### src/rtl/halftone_image_reconstructor.sv
// Halftone image reconstructor: rebuilds a grayscale raster from a captured
// halftone bit image using a 3x3 [1 2 1; 2 4 2; 1 2 1] edge-replicated kernel,
// streamed out one pixel per accepted valid/ready handshake.
module halftone_image_reconstructor #(
    parameter int unsigned pixel_size = 8,
    parameter int unsigned N_col      = 8,
    parameter int unsigned M_row      = 6
) (
    input  logic                    clk_i,
    input  logic                    rst_n,
    input  logic [1:N_col*M_row]    HTPV_bits,
    input  logic                    Go,
    output logic                    Done,
    output logic [pixel_size-1:0]   pix_data,
    output logic [5:0]              pix_col,
    output logic [5:0]              pix_row,
    output logic                    pix_valid,
    input  logic                    pix_ready,
    output logic                    pix_last
);

    localparam int unsigned NPIX = N_col * M_row;
    localparam int unsigned CW   = 6;
    localparam int unsigned SW   = 5;
    localparam int unsigned MW   = pixel_size + 5;

    typedef enum logic [1:0] {S_IDLE, S_LOAD, S_STREAM} state_t;

    state_t                r_state;
    state_t                w_state_nxt;
    logic [1:NPIX]         r_img;
    logic [CW-1:0]         r_col;
    logic [CW-1:0]         r_row;
    logic                  r_done;
    logic                  r_valid;
    logic                  r_last;
    logic [pixel_size-1:0] r_data;
    logic [CW-1:0]         r_pcol;
    logic [CW-1:0]         r_prow;

    logic                  w_hs;
    logic                  w_load_img;
    logic                  w_upd_pix;
    logic                  w_valid_nxt;
    logic                  w_last_nxt;
    logic [CW-1:0]         w_col_nxt;
    logic [CW-1:0]         w_row_nxt;
    logic [SW-1:0]         w_s;
    logic [MW-1:0]         w_prod;
    logic [pixel_size-1:0] w_pix;

    // Fetch bit (c, r) of the image; bit 1 (top-left) sits in the MSB.
    function automatic logic img_bit(input logic [1:NPIX] img,
                                     input int unsigned c,
                                     input int unsigned r);
        logic [NPIX-1:0] t;
        t = img >> (NPIX - ((r - 1) * N_col + c));
        return t[0];
    endfunction

    assign w_hs = r_valid & pix_ready;

    // State register.
    always_ff @(posedge clk_i) begin
        if (!rst_n) r_state <= S_IDLE;
        else        r_state <= w_state_nxt;
    end

    // Next-state logic.
    always_comb begin
        w_state_nxt = r_state;
        case (r_state)
            S_IDLE:   if (Go) w_state_nxt = S_LOAD;
            S_LOAD:   w_state_nxt = S_STREAM;
            S_STREAM: if (w_hs && r_last) w_state_nxt = S_IDLE;
            default:  w_state_nxt = S_IDLE;
        endcase
    end

    // Output/datapath next values: counter advance, pixel update, valid/last.
    always_comb begin
        w_load_img  = 1'b0;
        w_upd_pix   = 1'b0;
        w_valid_nxt = r_valid;
        w_last_nxt  = r_last;
        w_col_nxt   = r_col;
        w_row_nxt   = r_row;
        case (r_state)
            S_IDLE: begin
                if (Go) begin
                    w_load_img = 1'b1;
                    w_col_nxt  = CW'(1);
                    w_row_nxt  = CW'(1);
                end
            end
            S_LOAD: begin
                w_upd_pix   = 1'b1;
                w_valid_nxt = 1'b1;
                w_last_nxt  = (r_col == CW'(N_col)) && (r_row == CW'(M_row));
            end
            S_STREAM: begin
                if (w_hs) begin
                    if (r_last) begin
                        w_valid_nxt = 1'b0;
                        w_last_nxt  = 1'b0;
                    end else begin
                        if (r_col == CW'(N_col)) begin
                            w_col_nxt = CW'(1);
                            w_row_nxt = r_row + CW'(1);
                        end else begin
                            w_col_nxt = r_col + CW'(1);
                        end
                        w_upd_pix  = 1'b1;
                        w_last_nxt = (w_col_nxt == CW'(N_col)) && (w_row_nxt == CW'(M_row));
                    end
                end
            end
            default: ;
        endcase
    end

    // 3x3 kernel at the next counter position, clamped to the image edges.
    always_comb begin
        int unsigned cc, cl, cr, rc, rt, rb;
        cc = 32'(w_col_nxt);
        rc = 32'(w_row_nxt);
        cl = (cc > 1)     ? cc - 1 : 1;
        cr = (cc < N_col) ? cc + 1 : N_col;
        rt = (rc > 1)     ? rc - 1 : 1;
        rb = (rc < M_row) ? rc + 1 : M_row;
        w_s = SW'(img_bit(r_img, cl, rt)) + SW'(img_bit(r_img, cr, rt))
            + SW'(img_bit(r_img, cl, rb)) + SW'(img_bit(r_img, cr, rb))
            + ((SW'(img_bit(r_img, cc, rt)) + SW'(img_bit(r_img, cc, rb))
              + SW'(img_bit(r_img, cl, rc)) + SW'(img_bit(r_img, cr, rc))) << 1)
            + (SW'(img_bit(r_img, cc, rc)) << 2);
        w_prod = MW'(w_s) * MW'((2 ** pixel_size) - 1);
        w_pix  = w_prod[pixel_size+3:4];
    end

    // Datapath and output registers.
    always_ff @(posedge clk_i) begin
        if (!rst_n) begin
            r_img   <= '0;
            r_col   <= '0;
            r_row   <= '0;
            r_done  <= 1'b1;
            r_valid <= 1'b0;
            r_last  <= 1'b0;
            r_data  <= '0;
            r_pcol  <= '0;
            r_prow  <= '0;
        end else begin
            if (w_load_img) r_img <= HTPV_bits;
            r_col   <= w_col_nxt;
            r_row   <= w_row_nxt;
            r_done  <= (w_state_nxt == S_IDLE);
            r_valid <= w_valid_nxt;
            r_last  <= w_last_nxt;
            if (w_upd_pix) begin
                r_data <= w_pix;
                r_pcol <= w_col_nxt;
                r_prow <= w_row_nxt;
            end
        end
    end

    assign Done      = r_done;
    assign pix_data  = r_data;
    assign pix_col   = r_pcol;
    assign pix_row   = r_prow;
    assign pix_valid = r_valid;
    assign pix_last  = r_last;

endmodule

### config.mk
export PLATFORM = sky130hd
export DESIGN_NAME = halftone_image_reconstructor
export DESIGN_NICKNAME = d
export VERILOG_FILES = /design/src/rtl/halftone_image_reconstructor.sv
export SDC_FILE = /design/constraint.sdc
export NUM_CORES = 1
export LEC_CHECK = 0
export CAP_MARGIN = 20
export CORE_MARGIN = 2
export CORE_UTILIZATION = 55
export CTS_BUF_LIST = sky130_fd_sc_hd__clkbuf_16
export CTS_CLUSTER_SIZE = 24
export DETAILED_ROUTE_END_ITERATION = 6
export MAX_ROUTING_LAYER = met4
export PLACE_DENSITY = 0.83
export SYNTH_ARGS = -nofsm -noshare
export SYNTH_HDL_FRONTEND = slang
export SYNTH_SLANG_ARGS = --single-unit
export TNS_END_PERCENT = 1
### constraint.sdc
create_clock -name clk_i -period 19.23 [get_ports clk_i]
set_input_delay 2.8845 -clock clk_i [delete_from_list [all_inputs] [get_ports clk_i]]
set_output_delay 2.8845 -clock clk_i [all_outputs]
set_load 0.02 [all_outputs]
## After elaboration in Yosys (flattened, before gate mapping)

Cells that the tools add are included.

| word-level totals | value |
|---|---|
| register bits | 85 |
| input bits | 52 |
| output and inout bits | 23 |
| word-level logic and storage cells | 109 |

| cells by class | value |
|---|---|
| bitwise operators | 1 |
| equality and inequality tests | 8 |
| reduce and logical (&&, ||, !) cells | 8 |
| $add $sub $neg | 34 |
| muxes and demuxes | 34 |
| shift operators | 9 |
| $mul | 1 |
| magnitude comparators | 4 |

Operators with widths:

| cell | number |
|---|---|
| >> shifter 48 x 32 -> 1 bit | 9 |
| subtractor 6 x 32 -> 32 bit, first input constant | 7 |
| adder 32 bit | 3 |
| adder 32 x 7 -> 32 bit | 3 |
| 2-to-1 mux 6 bit | 14 |
| adder 32 x 6 -> 32 bit | 1 |
| 2-to-1 mux 32 bit | 1 |
| 2-to-1 mux 29 bit | 1 |
| subtractor 29 x 1 -> 29 bit, second input constant | 1 |
| one-hot mux 6 bit (2 select lines) | 2 |
| adder 6 x 1 -> 7 bit, second input constant | 2 |
| 2-to-1 mux 7 bit | 2 |
| subtractor 6 x 1 -> 7 bit, second input constant | 2 |
| subtractor 7 x 12 -> 13 bit, first input constant | 1 |
| adder 11 x 7 -> 12 bit | 1 |
| adder 6 x 1 -> 6 bit, second input constant | 2 |
| equality test 6 x 3 -> 1 bit, second input constant | 2 |
| equality test 6 x 4 -> 1 bit, second input constant | 2 |
| > comparator 6 x 1 -> 1 bit, second input constant | 2 |
| multiplier 5 x 8 -> 12 bit, second input constant | 1 |
| subtractor 7 x 11 -> 12 bit, first input constant | 1 |
| adder 10 x 7 -> 11 bit | 1 |
| adder 3 x 1 -> 4 bit | 2 |
| 2-to-1 mux 1 bit | 8 |
| 19 further kinds | 28 |

## Depth between registers and ports, before layout

Gate-level depths: netlist (run 1).

| logic depth | value |
|---|---|
| word-level depth | 20 |
| mapped depth | 56 |
| gate-level depth less buffers | 53 |

## Worst setup path before layout (run 1)

No wires, ideal clock.

| timing path | value |
|---|---|
| path type | input -> register |
| start point | input port pix_ready |
| end point | register r_data[7], in the netlist pix_data[7] |
| setup time | 0.115 ns |
| required time | 19.115 ns |
| stages | 47 |
| path buffers | 1 |
| arrival time | 13.205 ns |
| slack | 5.910 ns |
| cell sequence | and4b_1 > buf_2 > nand3_1 > mux2i_1 > inv_1 > ha_1 > inv_1 > nand2_1 > ha_1 > xnor2_1 > ha_1 > inv_1 > ha_1 > a21o_1 > a21oi_1 > a21boi_0 > o21bai_1 > a31oi_1 > (+11 left out) > xnor2_1 > inv_1 > fa_1 > inv_1 > fa_1 > fa_1 > inv_1 > ha_1 > inv_1 > o21bai_1 > a21oi_1 > o21bai_1 > a21oi_1 > o21bai_1 > a311oi_1 > xnor2_1 > o21ai_0 > and2_1 |

| between the ends | value |
|---|---|
| word-level cells in the longest chain between the ends | 15 |
| elaborated cells between the ends (all ways) | 57 |
| classes of those cells | add/sub (32); mul (1); order compare (4); shift (9); mux (10); bitwise (1) |

Ends and longest elaborated chain:

| item | RTL line | source |
|---|---|---|
| start: declaration | 18 | `input logic pix_ready,` |
| AND 1 bit * | 61 | `assign w_hs = r_valid & pix_ready;` |
| 2-to-1 mux 6 bit * | 102 | `if (w_hs) begin` |
| one-hot mux 6 bit (2 select lines) * | 88 | `case (r_state)` |
| net w_row_nxt[0] | 47 | `logic [CW-1:0] w_row_nxt;` |
| subtractor 6 x 1 -> 7 bit (tied with other cells) | 57, 129 |  |
| 2-to-1 mux 29 bit or 2-to-1 mux 7 bit (tied branches) | 129, 130 |  |
| subtractor 29 x 1 -> 29 bit or subtractor 7 x 1 -> 8 bit (tied branches) | 57 | `t = img >> (NPIX - ((r - 1) * N_col + c));` |
| adder 32 bit (tied with other cells) | 57 |  |
| subtractor 6 x 32 -> 32 bit or subtractor 7 x 12 -> 13 bit (tied branches) | 57 |  |
| >> shifter 48 x 32 -> 1 bit | 57 |  |
| adder 1 x 1 -> 2 bit, on equally long branches | 131, 133 |  |
| adder 2 x 1 -> 3 bit, on equally long branches | 132, 134 |  |
| adder 3 x 1 -> 4 bit, on equally long branches | 132, 134 |  |
| adder 4 x 5 -> 5 bit | 133 | `+ ((SW'(img_bit(r_img, cc, rt)) + SW'(img_bit(r_img, cc, rb))` |
| adder 5 x 3 -> 5 bit * | 135 | `+ (SW'(img_bit(r_img, cc, rc)) << 2);` |
| multiplier 5 x 8 -> 12 bit * | 136 | `w_prod = MW'(w_s) * MW'((2 ** pixel_size) - 1);` |
| end signal: assignment | 160 | `r_data <= w_pix;` |
| end: declaration | 37 | `logic [pixel_size-1:0] r_data;` |

The timed path passes the listed nets; every way through them passes the cells marked *.
A chain may end at the register's enable or synchronous reset.

## Worst setup path after layout (run 1)

| timing path | value |
|---|---|
| start point | input port pix_ready |
| end point | register r_data[7], in the netlist pix_data[7] |

| between the ends | value |
|---|---|
| word-level cells in the longest chain between the ends | 15 |
| elaborated cells between the ends (all ways) | 57 |
| classes of those cells | add/sub (32); mul (1); order compare (4); shift (9); mux (10); bitwise (1) |

Ends and longest elaborated chain:

| item | RTL line |
|---|---|
| AND 1 bit * | 61 |
| 2-to-1 mux 6 bit | 102 |
| one-hot mux 6 bit (2 select lines) | 88 |
| subtractor 6 x 1 -> 7 bit (tied with other cells) | 57, 129 |
| 2-to-1 mux 29 bit or 2-to-1 mux 7 bit (tied branches) | 129, 130 |
| subtractor 29 x 1 -> 29 bit or subtractor 7 x 1 -> 8 bit (tied branches) | 57 |
| adder 32 bit (tied with other cells) | 57 |
| subtractor 6 x 32 -> 32 bit or subtractor 7 x 12 -> 13 bit (tied branches) | 57 |
| >> shifter 48 x 32 -> 1 bit | 57 |
| adder 1 x 1 -> 2 bit, on equally long branches | 131, 133 |
| adder 2 x 1 -> 3 bit, on equally long branches | 132, 134 |
| adder 3 x 1 -> 4 bit, on equally long branches | 132, 134 |
| adder 4 x 5 -> 5 bit | 133 |
| adder 5 x 3 -> 5 bit | 135 |
| multiplier 5 x 8 -> 12 bit | 136 |

Mark *: on every way between the ends. The rest lies on a longest branch, timed or not.

==> results.cfg, run 1 <==
[run_status]
outcome = finished, violations left
failed_checks = design-rule violations

[clock_tree]
post_cts.resized_instances = 0
post-cts-setup-buffer-count = 0
insertion_delay_ns = 0.35
tritoncts_clock_tree = built
clk_root_buffer_cell = sky130_fd_sc_hd__clkbuf_16
level_count_of_the_clock_h_tree = 3
clkSlewWorstSetupHoldPaths_ns = 0.07
cts_hold_repair.buffers = 0
max-clock-path-buffers = 2
cts_made_buffers = 9
tritoncts_num_sinks = 85

[critical_path]
reg2reg_slack_ns = 6.50
cp.required_ns = 19.49
critical-path-top-delay-family = compound AO/OA/AOI/OAI gates
critical_path.endpoint_type = flop
ff2ff_path_depth = 48
crit_type = in -> reg
cp_data_arrival_time_ns = 15.47
r2r_end = pix_data[7]$_SDFFE_PN0P_
max_stage_delay_ns = 0.64
cp_slowest_cell = sky130_fd_sc_hd__a22oi_1
critical_path_buf_inv_count = 8
critical_path.max_fanout = 8
timing.rr.start = r_state[0]$_SDFF_PN0_
critical-path-top-cell-by-count = sky130_fd_sc_hd__inv_1
crit_path_start_kind = input pin

[floorplan]
core_region_area_mm2 = 0.02518
ios = 75
fp-row-count = 58
fp.dieW_um = 164.1
floorplan.die_area_mm2 = 0.02693
die_height_um = 164.1
start_util_pct = 55.99

[sta]
tightestPinTransition_ns = 1.085
grt_setup_unrepaired = no
final_min_period_over_clock_period_pct = 79.12
fin_tns_setup_ns = 0
final_period_minus_worst_setup_slack_ns = 15.22
timing.slew.headroom_pct = 27.65
clock_skew_ns = 0.01434
final_max_slew_viol_count = 0
postLayoutSetupSlackWorst_ns = 4.015
setup_viol = 0
report.final.hold_viol_count = 0
fmaxAchievable_mhz = 65.72

[pwr]
power.density_mw_per_mm2 = 115.6
worst_ir_drop_vdd_mv = 0.07116
power_leakage_nw = 6.743

[route]
remaining_drc_errors = 4
detailed_route_vias_per_instance = 6.317
routed_wl_um = 39730
detailroute.via_count = 13480
detail_route.wl_per_cell_um = 18.63
drt_iter0_markers = 1158
detailedRoute.firstPassIterationCount = 7
antenna_violating_nets_post_route = 0

[placed_design]
dp_hpwl_um = 31780
pre_cts_ws_ns = 3.846
place.port_buffers = 74
gp_routability_congestion = 1.066
postPlaceCellArea_mm2 = 0.01499

[logic_synthesis]
post_synth_inst_count = 1766
synth-edff-count = 0
cell_area_after_synthesis_mm2 = 0.01410
post_synth.cell_area_avg_um2 = 7.983
dominantRegCellSynth = sky130_fd_sc_hd__dfxtp_1
synth-seq-cells = 85
post_synthesis_async_set_or_reset_flop_share_pct = 0
yosys_warnings = 0
synth.distinct_cells = 93
synth_seq_area_share_pct = 12.07

[cells_and_area]
highest_count_cells_in_the_layout_ignoring_fill_and_taps = sky130_fd_sc_hd__ha_1 (232), sky130_fd_sc_hd__nand2_1 (210), sky130_fd_sc_hd__inv_1 (157)
final_layout_size_suffix_gt1_share_pct = 5.657
nets = 2098
final_common_cell = sky130_fd_sc_hd__ha_1
stdcell_area_mm2 = 0.01529
diodes = 0
layout-area-overhead-vs-synth_pct = 8.467

[hold_path]
hold_path_startpoint = pix_data[3]$_SDFFE_PN0P_
whs_endpoint = pix_data[3]$_SDFFE_PN0P_
worstHoldPathType = reg -> reg
count_of_cells_along_the_worst_hold_path = 2

[global_routing]
via_count_of_the_first_global_routing_pass = 12890
initial_antenna_violation_count = 0
grt_usage_pct = 30.41
grt_first_pass_wirelength_um = 64730
grt_overflow_total = 0
grt_max_degree = 84

[run]
timing.max_cap.violations = 0
[stage by stage]
step                      hold slack [ns]  std cells  util (%)  power [mW]
final                              0.4754       2133     60.73       1.767
after global routing               0.5164       2133     60.73       1.907
after CTS                          0.4757       2133     60.73       1.734
after detailed placement           0.4654       2117     59.52       1.544
after global placement             0.4621       2117     59.52       1.526
after floorplan                    0.4585       1773         -       1.245
[flip-flops by register name (all words and copies together) (netlist names)]
register	cells
pix_row	6
r_img	48
r_state	2
Done	1
pix_col	6
pix_data	8
r_row	6
pix_last	1
pix_valid	1
r_col	6
[logic make-up after synthesis]
group | after synthesis | share of synthesized area, %
buffers and inverters | 225 | 6.585
multiplexers | 85 | 10.21
XOR/XNOR | 101 | 6.274
adder cells (fa/ha/maj) | 248 | 22.86
flip-flops | 85 | 12.07
other | 2 | 0.05327
AND/OR/NAND/NOR | 542 | 19.45
AO/OA/AOI/OAI | 478 | 22.49
[cell type report]
cell class,instances,area (um2)
Fill cell,2151,9889
Multi-Input combinational cell,1463,11490
Inverter,159,596.8
Clock buffer,9,225.2
Tap cell,330,412.9
Clock inverter,7,80.08
Sequential cell,85,1702
Timing Repair Buffer,80,780.7
[where the power goes]
part           switching, mW  total [mW]  internal, mW  leakage (nW)
combinational          0.824        1.39         0.561          5.90
clock                 0.0787       0.181         0.103         0.150
sequential            0.0122       0.200         0.188         0.694
[worst max path at each step]
stage                          from                  endpoint  cells past startpoint
after CTS                 pix_ready  pix_data[7]$_SDFFE_PN0P_                     48
after detailed placement  pix_ready  pix_data[7]$_SDFFE_PN0P_                     48
after global placement    pix_ready  pix_data[7]$_SDFFE_PN0P_                     48
after global routing      pix_ready  pix_data[7]$_SDFFE_PN0P_                     48
final                     pix_ready  pix_data[7]$_SDFFE_PN0P_                     48
after floorplan           pix_ready  pix_data[7]$_SDFFE_PN0P_                     47
[tightest hold or removal path, stage by stage, from the launching register on]
cell,delay [ns]
sky130_fd_sc_hd__dfxtp_1,0.32
sky130_fd_sc_hd__nand2_1,0.05
sky130_fd_sc_hd__a21boi_0,0.06
[metal layers]
metal / vias to the layer above / global-route usage (%) / part of all wire, %
met2: 588 / 50.91 / 48
met1: 6331 / 38.38 / 42
li1: 6447 / - / -
met4: 0 / 11.60 / 3.4
met5: - / - / 0
met3: 109 / 2.298 / 6.4
[Yosys cell counts (6+ instances only)]
| master | count | share of area (%) |
|---|---|---|
| sky130_fd_sc_hd__nor3_1 | 32 | 1.1 |
| sky130_fd_sc_hd__o211a_1 | 12 | 0.85 |
| sky130_fd_sc_hd__and2_1 | 31 | 1.4 |
| sky130_fd_sc_hd__mux2_2 | 7 | 0.56 |
| sky130_fd_sc_hd__or3_1 | 8 | 0.36 |
| sky130_fd_sc_hd__dfxtp_1 | 85 | 12 |
| sky130_fd_sc_hd__a31oi_1 | 26 | 1.2 |
| sky130_fd_sc_hd__nand3_1 | 33 | 1.2 |
| sky130_fd_sc_hd__o21a_1 | 18 | 0.96 |
| sky130_fd_sc_hd__o221ai_1 | 9 | 0.56 |
| sky130_fd_sc_hd__a21boi_0 | 63 | 3.4 |
| sky130_fd_sc_hd__nand2_1 | 210 | 5.6 |
| sky130_fd_sc_hd__a21o_1 | 33 | 1.8 |
| sky130_fd_sc_hd__o22ai_1 | 11 | 0.49 |
| sky130_fd_sc_hd__nand2b_1 | 30 | 1.3 |
| sky130_fd_sc_hd__a21oi_1 | 115 | 4.1 |
| sky130_fd_sc_hd__o31ai_1 | 6 | 0.32 |
| sky130_fd_sc_hd__nand4_1 | 28 | 1.2 |
| sky130_fd_sc_hd__nor2_1 | 70 | 1.9 |
| sky130_fd_sc_hd__mux2i_1 | 34 | 2.4 |
| sky130_fd_sc_hd__fa_1 | 16 | 2.3 |
| sky130_fd_sc_hd__o21ai_0 | 92 | 3.3 |
| sky130_fd_sc_hd__xnor2_1 | 57 | 3.5 |
| sky130_fd_sc_hd__o211ai_1 | 10 | 0.53 |
| sky130_fd_sc_hd__nor4_1 | 16 | 0.71 |
| sky130_fd_sc_hd__inv_1 | 157 | 4.2 |
| sky130_fd_sc_hd__a211oi_1 | 13 | 0.69 |
| sky130_fd_sc_hd__xor2_1 | 44 | 2.7 |
| sky130_fd_sc_hd__o21bai_1 | 21 | 1.1 |
| sky130_fd_sc_hd__mux4_1 | 8 | 1.5 |
| sky130_fd_sc_hd__and3_1 | 6 | 0.27 |
| sky130_fd_sc_hd__clkbuf_1 | 47 | 1.3 |
| sky130_fd_sc_hd__ha_1 | 232 | 21 |
| sky130_fd_sc_hd__nor3b_1 | 8 | 0.43 |
| sky130_fd_sc_hd__nor2b_1 | 28 | 1.2 |
| sky130_fd_sc_hd__mux4_2 | 35 | 5.6 |
No activity file was read; power rests on OpenSTA's default activity.
==> inputs of run 2 (changes only) <==
clock period = 14.25 ns   (was 19.23 ns; I/O delays follow)
==> run 2 against run 1 <==
  * The run now ends clean
  * First-iteration DRC count is 4.1% higher
  * Utilization increased by 1.5 points
  * Highest routed layer unchanged
  * Critical path depth unchanged
  * Largest cell class unchanged
  * Global-route usage up 0.24 points
  * Clock skew barely moved
  * Clock power increased by 40%
==> results.cfg, run 2 (same netlist as run 1, synthesis figures left out) <==
[cells_and_area]
final_common_cell = sky130_fd_sc_hd__ha_1
largest_register = r_img
nets = 2134
largest_register_ff_count = 48
highest_count_cells_in_the_layout_ignoring_fill_and_taps = sky130_fd_sc_hd__ha_1 (230), sky130_fd_sc_hd__nand2_1 (210), sky130_fd_sc_hd__inv_1 (157)
layout-area-overhead-vs-synth_pct = 11.07
final_layout_size_suffix_gt1_share_pct = 8.379
stdcell_count = 2168
fillers = 2134
diodes = 0
stdcell_area_mm2 = 0.01566

[floorplan]
core_region_area_mm2 = 0.02518
floorplan.die_area_mm2 = 0.02693
fp.dieW_um = 164.1
ios = 75
start_util_pct = 55.99
die_height_um = 164.1
fp-row-count = 58

[critical_path]
reg2reg_slack_ns = 1.95
cp_slowest_cell = sky130_fd_sc_hd__fa_1
cp_data_arrival_time_ns = 13.91
max_stage_delay_ns = 0.59
crit_type = in -> reg
crit_path_start_kind = input pin
cp.required_ns = 14.49
critical-path-top-cell-by-count = sky130_fd_sc_hd__inv_1
critical_path.endpoint_type = flop
critical_path.max_fanout = 11

[sta]
final_period_minus_worst_setup_slack_ns = 13.67
timing.slew.headroom_pct = 32.06
tightestPinTransition_ns = 1.019
fmaxAchievable_mhz = 73.16
final_max_slew_viol_count = 0
final_min_period_over_clock_period_pct = 95.93
setup_viol = 0
clock_skew_ns = 0.01455
report.final.hold_viol_count = 0
postLayoutSetupSlackWorst_ns = 0.5805
fin_tns_setup_ns = 0

[global_routing]
globalRoute.busiestLayer = met2
grt_overflow_total = 0
initial_antenna_violation_count = 0
use_met2_pct = 53.18
via_count_of_the_first_global_routing_pass = 12780
groute.layer.met1.usage_pct = 37.39
global_route.usage.met3_pct = 3.056
grt_usage_pct = 30.65
grt_first_pass_wirelength_um = 64670
grt_max_degree = 84

[clock_tree]
clk_root_buffer_cell = sky130_fd_sc_hd__clkbuf_16
max-clock-path-buffers = 2
cts_made_buffers = 9
level_count_of_the_clock_h_tree = 3
tritoncts_clock_tree = built
tritoncts_num_sinks = 85
insertion_delay_ns = 0.35
clkSlewWorstSetupHoldPaths_ns = 0.07

[route]
detailedRoute.firstPassIterationCount = 6
detailroute.via_count = 13590
drt_iter0_markers = 1206
detail_route.wl_per_cell_um = 18.89
remaining_drc_errors = 0
antenna_violating_nets_post_route = 0
routed_wl_um = 40940
detailed_route_vias_per_instance = 6.266

[run_status]
outcome = finished, final reports clean

[pwr]
p_switching_mw = 1.253
seq_power_share_pct = 11.0
worst_ir_drop_vdd_mv = 0.08951
power.density_mw_per_mm2 = 156.8
cellInternalPower_mw = 1.202
power_leakage_nw = 6.941
comb_power_share_pct = 78.6
power.clock.fraction_pct = 10.3
power.switching_fraction_pct = 51.04
totalPowerFinal_mw = 2.455

[placed_design]
dp_hpwl_um = 32810
gp_routability_congestion = 1.005
place.port_buffers = 74
place.detailed.instances = 2150
pre_cts_ws_ns = -0.03500
postPlaceCellArea_mm2 = 0.01523

[run]
timing.max_cap.violations = 0

[hold_path]
worstHoldPathType = reg -> reg
run 2: changes by cell type in the layout (fill, tap and decap cells not counted), sizes merged:
cell	change
clkinv	-2
inv	-2
buf	+36
bufinv	+1
clkinvlp	+2
run 2: path summary, 6_finish.rpt:
kind,startpoint,endpoint,depth (start not counted)
worst max-delay path,pix_ready,pix_data[7]$_SDFFE_PN0P_,48
worst min-delay path,pix_data[3]$_SDFFE_PN0P_,pix_data[3]$_SDFFE_PN0P_,2
worst max register to register,r_state[0]$_SDFF_PN0_,pix_data[7]$_SDFFE_PN0P_,48
worst min register to register,pix_data[3]$_SDFFE_PN0P_,pix_data[3]$_SDFFE_PN0P_,2
run 2: cell type report:
cell class / instances / area, um2 / share of cell area [%]
clock buffer: 9 / 225.2 / 1.438
clock inverter: 6 / 87.58 / 0.5593
inverter: 159 / 596.8 / 3.811
multi-input combinational: 1463 / 11570 / 73.90
sequential: 85 / 1702 / 10.87
tap: 330 / 412.9 / 2.637
timing repair buffer: 116 / 1064 / 6.792
run 2: worst max-delay path: cells and delay by family:
kind                     cells  cell delay (ns)
AO/OA/AOI/OAI                9             1.53
XOR/XNOR                     3             0.38
adder cells (fa/ha/maj)     10             4.12
AND/OR/NAND/NOR             17             4.31
buffers and inverters        9             1.42
run 2: per-stage QoR:
step           hold slack (ns)  utilization (%)
2_1_floorplan           0.4585                -
3_3_place_gp            0.4568            60.50
3_5_place_dp            0.4689            60.50
4_1_cts                 0.4785            61.74
5_1_grt                 0.4905            62.18
6_report                0.4648            62.18
run 2: what timing repair did:
item	in CTS	in global routing
resized for setup	0	19
setup endpoints to repair	0	4
buffers inserted	0	2
hold buffers	0	0
run 2: metal layers:
| metal | wire length, um | share of wire [%] | vias up |
|---|---|---|---|
| met5 | 0 | 0 | - |
| met4 | 1341 | 3.3 | 0 |
| met3 | 1992 | 4.9 | 111 |
| met2 | 19970 | 49 | 481 |
| met1 | 17640 | 43 | 6470 |
| li1 | - | - | 6523 |
run 2: power groups by stage:
stage               Sequential (mW)  Combinational (mW)  Clock [mW]
finish                        0.270                1.93       0.254
global route                  0.272                2.10       0.264
CTS                           0.270                1.87       0.256
detailed placement            0.275                1.86           0
global placement              0.273                1.84           0
floorplan                     0.274                1.41           0
